[config.mk]
export PLATFORM = sky130hd
export DESIGN_NAME = flick_debounce
export DESIGN_NICKNAME = d
export VERILOG_FILES = /design/src/rtl/flick_debounce.sv
export SDC_FILE = /design/constraint.sdc
export NUM_CORES = 1
export LEC_CHECK = 0
export CORE_UTILIZATION = 59
export CTS_CLUSTER_SIZE = 28
export DETAILED_ROUTE_END_ITERATION = 10
export PLACE_DENSITY = 0.82
export SLEW_MARGIN = 0
export SYNTH_ARGS = -nofsm -noshare
export SYNTH_HDL_FRONTEND = slang
export SYNTH_SLANG_ARGS = --single-unit
[constraint.sdc]
create_clock -name clk -period 4.86 [get_ports clk]
set_clock_uncertainty 0.2 [all_clocks]
set_input_delay 1.215 -clock clk [delete_from_list [all_inputs] [get_ports clk]]
set_output_delay 1.215 -clock clk [all_outputs]
set_load 0.03 [all_outputs]
[src/rtl/flick_debounce.sv]
// Push-button conditioner: 2-flop synchronizer, debounce FSM and flick event generation.
// Optional macro FLICK_LATCH_EN turns the flick pulse into a request held until flick_ack.
`timescale 1ns/1ps

module flick_debounce #(
  parameter int unsigned DEBOUNCE_CYCLES = 16,
  parameter int unsigned CNT_W           = 16
) (
  input  logic       clk,
  input  logic       rst,
  input  logic       flick_raw,
  input  logic       flick_ack,
  output logic       flick,
  output logic       flick_level,
  output logic       flick_ovr,
  output logic [7:0] press_cnt
);

  localparam logic [CNT_W-1:0] CNT_LAST = CNT_W'(DEBOUNCE_CYCLES - 1);
  localparam logic [CNT_W-1:0] CNT_ONE  = CNT_W'(1);

  typedef enum logic [1:0] {
    LOW_STABLE  = 2'd0,
    RISE_WAIT   = 2'd1,
    HIGH_STABLE = 2'd2,
    FALL_WAIT   = 2'd3
  } state_t;

  state_t           state, state_nxt;
  logic [CNT_W-1:0] cnt, cnt_nxt;
  logic             s1, s2;
  logic             accept_c;
  logic             flick_nxt;
  logic             ovr_nxt;
  logic             level_nxt;
  logic [7:0]       press_nxt;

  // Two-flop synchronizer for the asynchronous raw level
  always_ff @(posedge clk or negedge rst) begin
    if (!rst) begin
      s1 <= 1'b0;
      s2 <= 1'b0;
    end else begin
      s1 <= flick_raw;
      s2 <= s1;
    end
  end

  // State and counter register
  always_ff @(posedge clk or negedge rst) begin
    if (!rst) begin
      state <= LOW_STABLE;
      cnt   <= '0;
    end else begin
      state <= state_nxt;
      cnt   <= cnt_nxt;
    end
  end

  // Next-state, counter and accept decode; only the rise qualification yields an event
  always_comb begin
    state_nxt = state;
    cnt_nxt   = cnt;
    accept_c  = 1'b0;
    case (state)
      LOW_STABLE: begin
        if (s2) begin
          state_nxt = RISE_WAIT;
          cnt_nxt   = '0;
        end
      end
      RISE_WAIT: begin
        if (!s2) begin
          state_nxt = LOW_STABLE;
        end else if (cnt == CNT_LAST) begin
          state_nxt = HIGH_STABLE;
          accept_c  = 1'b1;
        end else begin
          cnt_nxt = cnt + CNT_ONE;
        end
      end
      HIGH_STABLE: begin
        if (!s2) begin
          state_nxt = FALL_WAIT;
          cnt_nxt   = '0;
        end
      end
      FALL_WAIT: begin
        if (s2) begin
          state_nxt = HIGH_STABLE;
        end else if (cnt == CNT_LAST) begin
          state_nxt = LOW_STABLE;
        end else begin
          cnt_nxt = cnt + CNT_ONE;
        end
      end
      default: begin
        state_nxt = LOW_STABLE;
        cnt_nxt   = '0;
      end
    endcase
  end

  // Output next-values; level follows the next state so it rises with the event
  always_comb begin
    level_nxt = (state_nxt == HIGH_STABLE) || (state_nxt == FALL_WAIT);
    press_nxt = press_cnt + 8'(accept_c);
`ifdef FLICK_LATCH_EN
    flick_nxt = accept_c | (flick & ~flick_ack);
    ovr_nxt   = accept_c & flick & ~flick_ack;
`else
    flick_nxt = accept_c;
    ovr_nxt   = 1'b0;
`endif
  end

`ifndef FLICK_LATCH_EN
  logic unused_ack;
  assign unused_ack = flick_ack;
`endif

  // Registered outputs
  always_ff @(posedge clk or negedge rst) begin
    if (!rst) begin
      flick       <= 1'b0;
      flick_level <= 1'b0;
      flick_ovr   <= 1'b0;
      press_cnt   <= 8'd0;
    end else begin
      flick       <= flick_nxt;
      flick_level <= level_nxt;
      flick_ovr   <= ovr_nxt;
      press_cnt   <= press_nxt;
    end
  end

endmodule

======== Yosys cells after proc, flatten, opt, wreduce, memory -nomap -nowiden ========
Cells that the tools add are included.
storage, ports and cells
  bits of input ports ..................... 4
  output and inout bits ................... 11
  flip-flop bits (word level) ............. 30
  logic and storage cells ................. 38
cells by class
  add/subtract/negate cells ............... 2
  muxes and demuxes ....................... 16
  reduce and logical (&&, ||, !) cells .... 3
  equality and inequality tests ........... 10
operator list
  operator               number
  $mux 16                5
  $pmux 16 s4            1
  $add 16x1->16 const B  1
  $eq 16x4->1 const B    1
  $mux 2                 6
  $add 8x1->8            1
  $eq 2x2->1 const B     4
  $ne 2x2->1 const B     4
  $pmux 2 s4             1
  $reduce_and 4->1       1
  $mux 1                 3
  $eq 2x1->1 const B     1
  $logic_not 2->1        1
  $logic_or 1x1->1       1

======== Longest topological paths before layout ========
  word-level depth ........................ 6
  depth in mapped cells ................... 9
  mapped depth without buffers ............ 9

======== Least setup slack after synthesis ========
Ideal clock, no wire load.
  kind .................................... register -> register
  from .................................... reg cnt[0]
  to ...................................... reg press_cnt[7]
  period minus slack after synthesis ...... 2.516 ns
  required time ........................... 4.527 ns
  stages on the path, launching flop included .. 10
  library setup time ...................... 0.133 ns
  slack ................................... 2.344 ns
  arrival ................................. 2.183 ns
  path buffers ............................ 0
  cells stage by stage .................... dfrtp_1 -> ha_1 -> and4b_2 -> nand4_1 -> nor3b_1 -> ha_1 -> and3_1 -> nand3_1 -> or2_2 -> xnor2_1
on the way
  word-level cells in the longest chain between the ends .. 5
RTL lines
  element                 line  text
  from (decl)             30    logic [CNT_W-1:0] cnt, cnt_nxt;
  from (signal assigned)  56    cnt <= cnt_nxt;
  $eq 16x4->1             75    end else if (cnt == CNT_LAST) begin
  $mux 1                  75
  $mux 1                  73    if (!s2) begin
  $mux 1                  65    case (state)
  via accept_c            32    logic accept_c;
  $add 8x1->8             107   press_nxt = press_cnt + 8'(accept_c);
  via press_nxt[7]        36    logic [7:0] press_nxt;
  to (signal assigned)    133   press_cnt <= press_nxt;
  to (decl)               16    output logic [7:0] press_cnt
The timed path passes the listed nets, and every way through them passes these cells.
A chain may end at the register's enable or synchronous reset.

======== Final worst setup path ========
  from .................................... reg cnt[8]
  to ...................................... reg press_cnt[7]
The elaborated chain is that of the path after synthesis.

==> impl_metrics.toml <==
[run_status]
outcome = "completed"

[sta]
rsz0062_at_grt = "false"
timing.final.crit_period_ns = 2.89
slew_violations = 0
final_min_period_over_clock_period = 0.594
fin_ws_ns = 1.97
hold_viol_final = 0
hold_slack_ns = 0.169
finalSetupViolCount = 0
max_freq_ghz = 0.347
setup_tns_ns = 0

[yosys]
synthSimpleGateAreaFrac = 0.225
yosysMostFrequentCell = "dfrtp_1"
yosys.area.top_type_share = 0.495
synth.net_count = 149
synth.top_cells.by_count = "29 x dfrtp_1, 12 x nand2_1, 9 x o21ai_0"
synth_seq_cells = 29
synth.avg_cell_area_um2 = 10.3
synthCells = 142
yosys.cell_types.count = 40
synth_top_family_by_area = "simple AND/OR/NAND/NOR gates"
synth_top_area_cell = "dfrtp_1"
synth_edf_count = 0
async_flop_share = 1.00
synth_area_leaders = "dfrtp_1 50%, o21ai_0 3.1%, nand2_1 3.1%, o31ai_1 3.1%, and4_1 3.0%"
synth_flop_cell = "dfrtp_1"
synthMuxAreaShare = 0.00683
synth_xor_area_frac = 0.0418
synth_adder_area_share = 0.0256
yosysWarnings = 0
synth-compound-area-share = 0.155
netlist_area_um2 = 1470
yosysSeqAreaShare = 0.495

[floorplanning]
rows = 17
dieArea_um2 = 2690
initial_core_util = 0.644
die_y_um = 51.8
die_x_um = 51.8
core_area_um2 = 2280
ios = 15

[setup_path]
critPathTopFamily = "simple AND/OR/NAND/NOR gates"
end_kind = "flip-flop"
startpoint_type = "flip-flop"
worst-setup-path-type = "reg2reg"
arrival_ns = 2.92
path_cells = "nor4_1 > nand4_1 > nor3b_1 > ha_1 > and3_1 > nand3_1 > or2_2 > xnor2_1"
critPathBufInv = 0
critPathMaxStageDelay_ns = 0.51
worstPathMaxFanout = 11
critPathRequiredTime_ns = 4.89
r2r_setup_slack_ns = 1.97
crit_slowest_cell = "dfrtp_1"

[clocking]
cts-hold-fix-buffers = 0
clockBufferDepth = 2
cts-resized-gates = 0
clkTransAtPathRegs_ns = 0.10
h-tree-depth = 2
post_cts_buffers = 0
clock_sinks = 29
clk_latency_ns = 0.34
cts_tree = "done"
root_buffer = "clkbuf_4"
cts_buffers = 5

[layout]
multi_input_area_um2 = 669
regArea_um2 = 726
filler_cell_count = 162
area_growth_syn_to_layout_pct = 13.7
diodes = 0
drive_gt1_frac = 0.0962
postLayoutCoreUtil = 0.732
finalNetCount = 162

[drt]
wl_um = 2970
wl_per_cell_um = 16.2
via_count = 1188
drc_errors = 0
firstDrtPassIters = 5
drt_iter0_drc = 39
avgViaCountPerCell = 6.46
ant_nets = 0

[global_routing]
track_usage = 0.269
antenna_found_initial = 0
grt_pass1_vias = 1083
overflow = 0
grt_max_degree = 30
grt_pass1_wl_um = 5140

[power]
power.density_nw_per_um2 = 302
finalPower_mw = 0.503
peakVddDrop_v = 0.000283
leakage_nw = 0.769

[placed_design]
port_buffers = 12
place_ws_ns = 2.01
hpwl_um = 1970
gp_congestion = 0.861

[flow_run]
cap_viol_max_count = 0

[worst_hold_path]
hold_path_class = "reg2reg"
==> power breakdown <==
part	switching (mW)	internal, mW	leakage [nW]
sequential	0.0128	0.250	0.396
combinational	0.0209	0.0139	0.328
clock	0.0829	0.123	0.0455
total	0.117	0.387	0.769
==> sequential cells by signal, indices dropped and copies added, names as in the netlist <==
signal       count
s2               1
cnt             16
flick_level      1
flick            1
s1               1
state            1
press_cnt        8
==> worst reg2reg max path, delay by kind of cell, from the launching register on <==
kind,cells,cell delay [ns]
DFF,1,0.51
and+or+nand+nor,6,1.73
xor gates and xnor gates,1,0.12
adders and majority gates,1,0.24
==> cells in the final DEF (no fill, tap or decap), types with 4 or more instances in the layout <==
cell	instances
a31oi_1	4
and2_1	4
and3_1	4
and4_1	5
clkbuf_4	5
clkdlybuf4s50_1	12
dfrtp_1	29
inv_1	4
nand2_1	12
nand3_1	8
nand4_1	6
o21ai_0	9
o31ai_1	6
xnor2_1	5
==> through the flow <==
stage / cells / instance area [µm²]
floorplan: 142 / 1470
global placement: 176 / 1580
detailed placement: 176 / 1580
CTS: 184 / 1670
global route: 184 / 1670
finish: 184 / 1670
==> cell type report <==
cell class / instances / share of cell area
tap: 28 / 0.0210
sequential: 29 / 0.436
clock inverter: 1 / 0.0180
clock buffer: 7 / 0.0331
timing repair buffer: 14 / 0.0811
multi-input combinational: 101 / 0.402
inverter: 4 / 0.00902
==> logic make-up after synthesis <==
logic type / count (synthesis)
AND/OR/NAND/NOR: 56
AO/OA/AOI/OAI: 33
flip-flops: 29
buffers and inverters: 12
XOR/XNOR: 7
adder cells (fa/ha/maj): 3
other: 1
multiplexers: 1
==> worst paths after layout <==
kind / from / end / cells after the start
worst max-delay path: cnt[8]$_DFFE_PN0P_ / press_cnt[7]$_DFF_PN0_ / 8
worst min-delay path: s1$_DFF_PN0_ / s2$_DFF_PN0_ / 0
min in group asynchronous: rst / press_cnt[4]$_DFF_PN0_ / 2
worst max register to register: cnt[8]$_DFFE_PN0P_ / press_cnt[7]$_DFF_PN0_ / 8
max in group asynchronous: rst / flick$_DFF_PN0_ / 2
worst min register to register: s1$_DFF_PN0_ / s2$_DFF_PN0_ / 0
==> metal layers <==
layer  track usage  vias to the layer above  share of wire
li1              -                      560              -
met2         0.385                       49           0.47
met1         0.378                      567           0.45
met4         0.135                        0          0.026
met5             0                        -              0
met3        0.0643                       12          0.054
(Power assumes the default switching activity.)
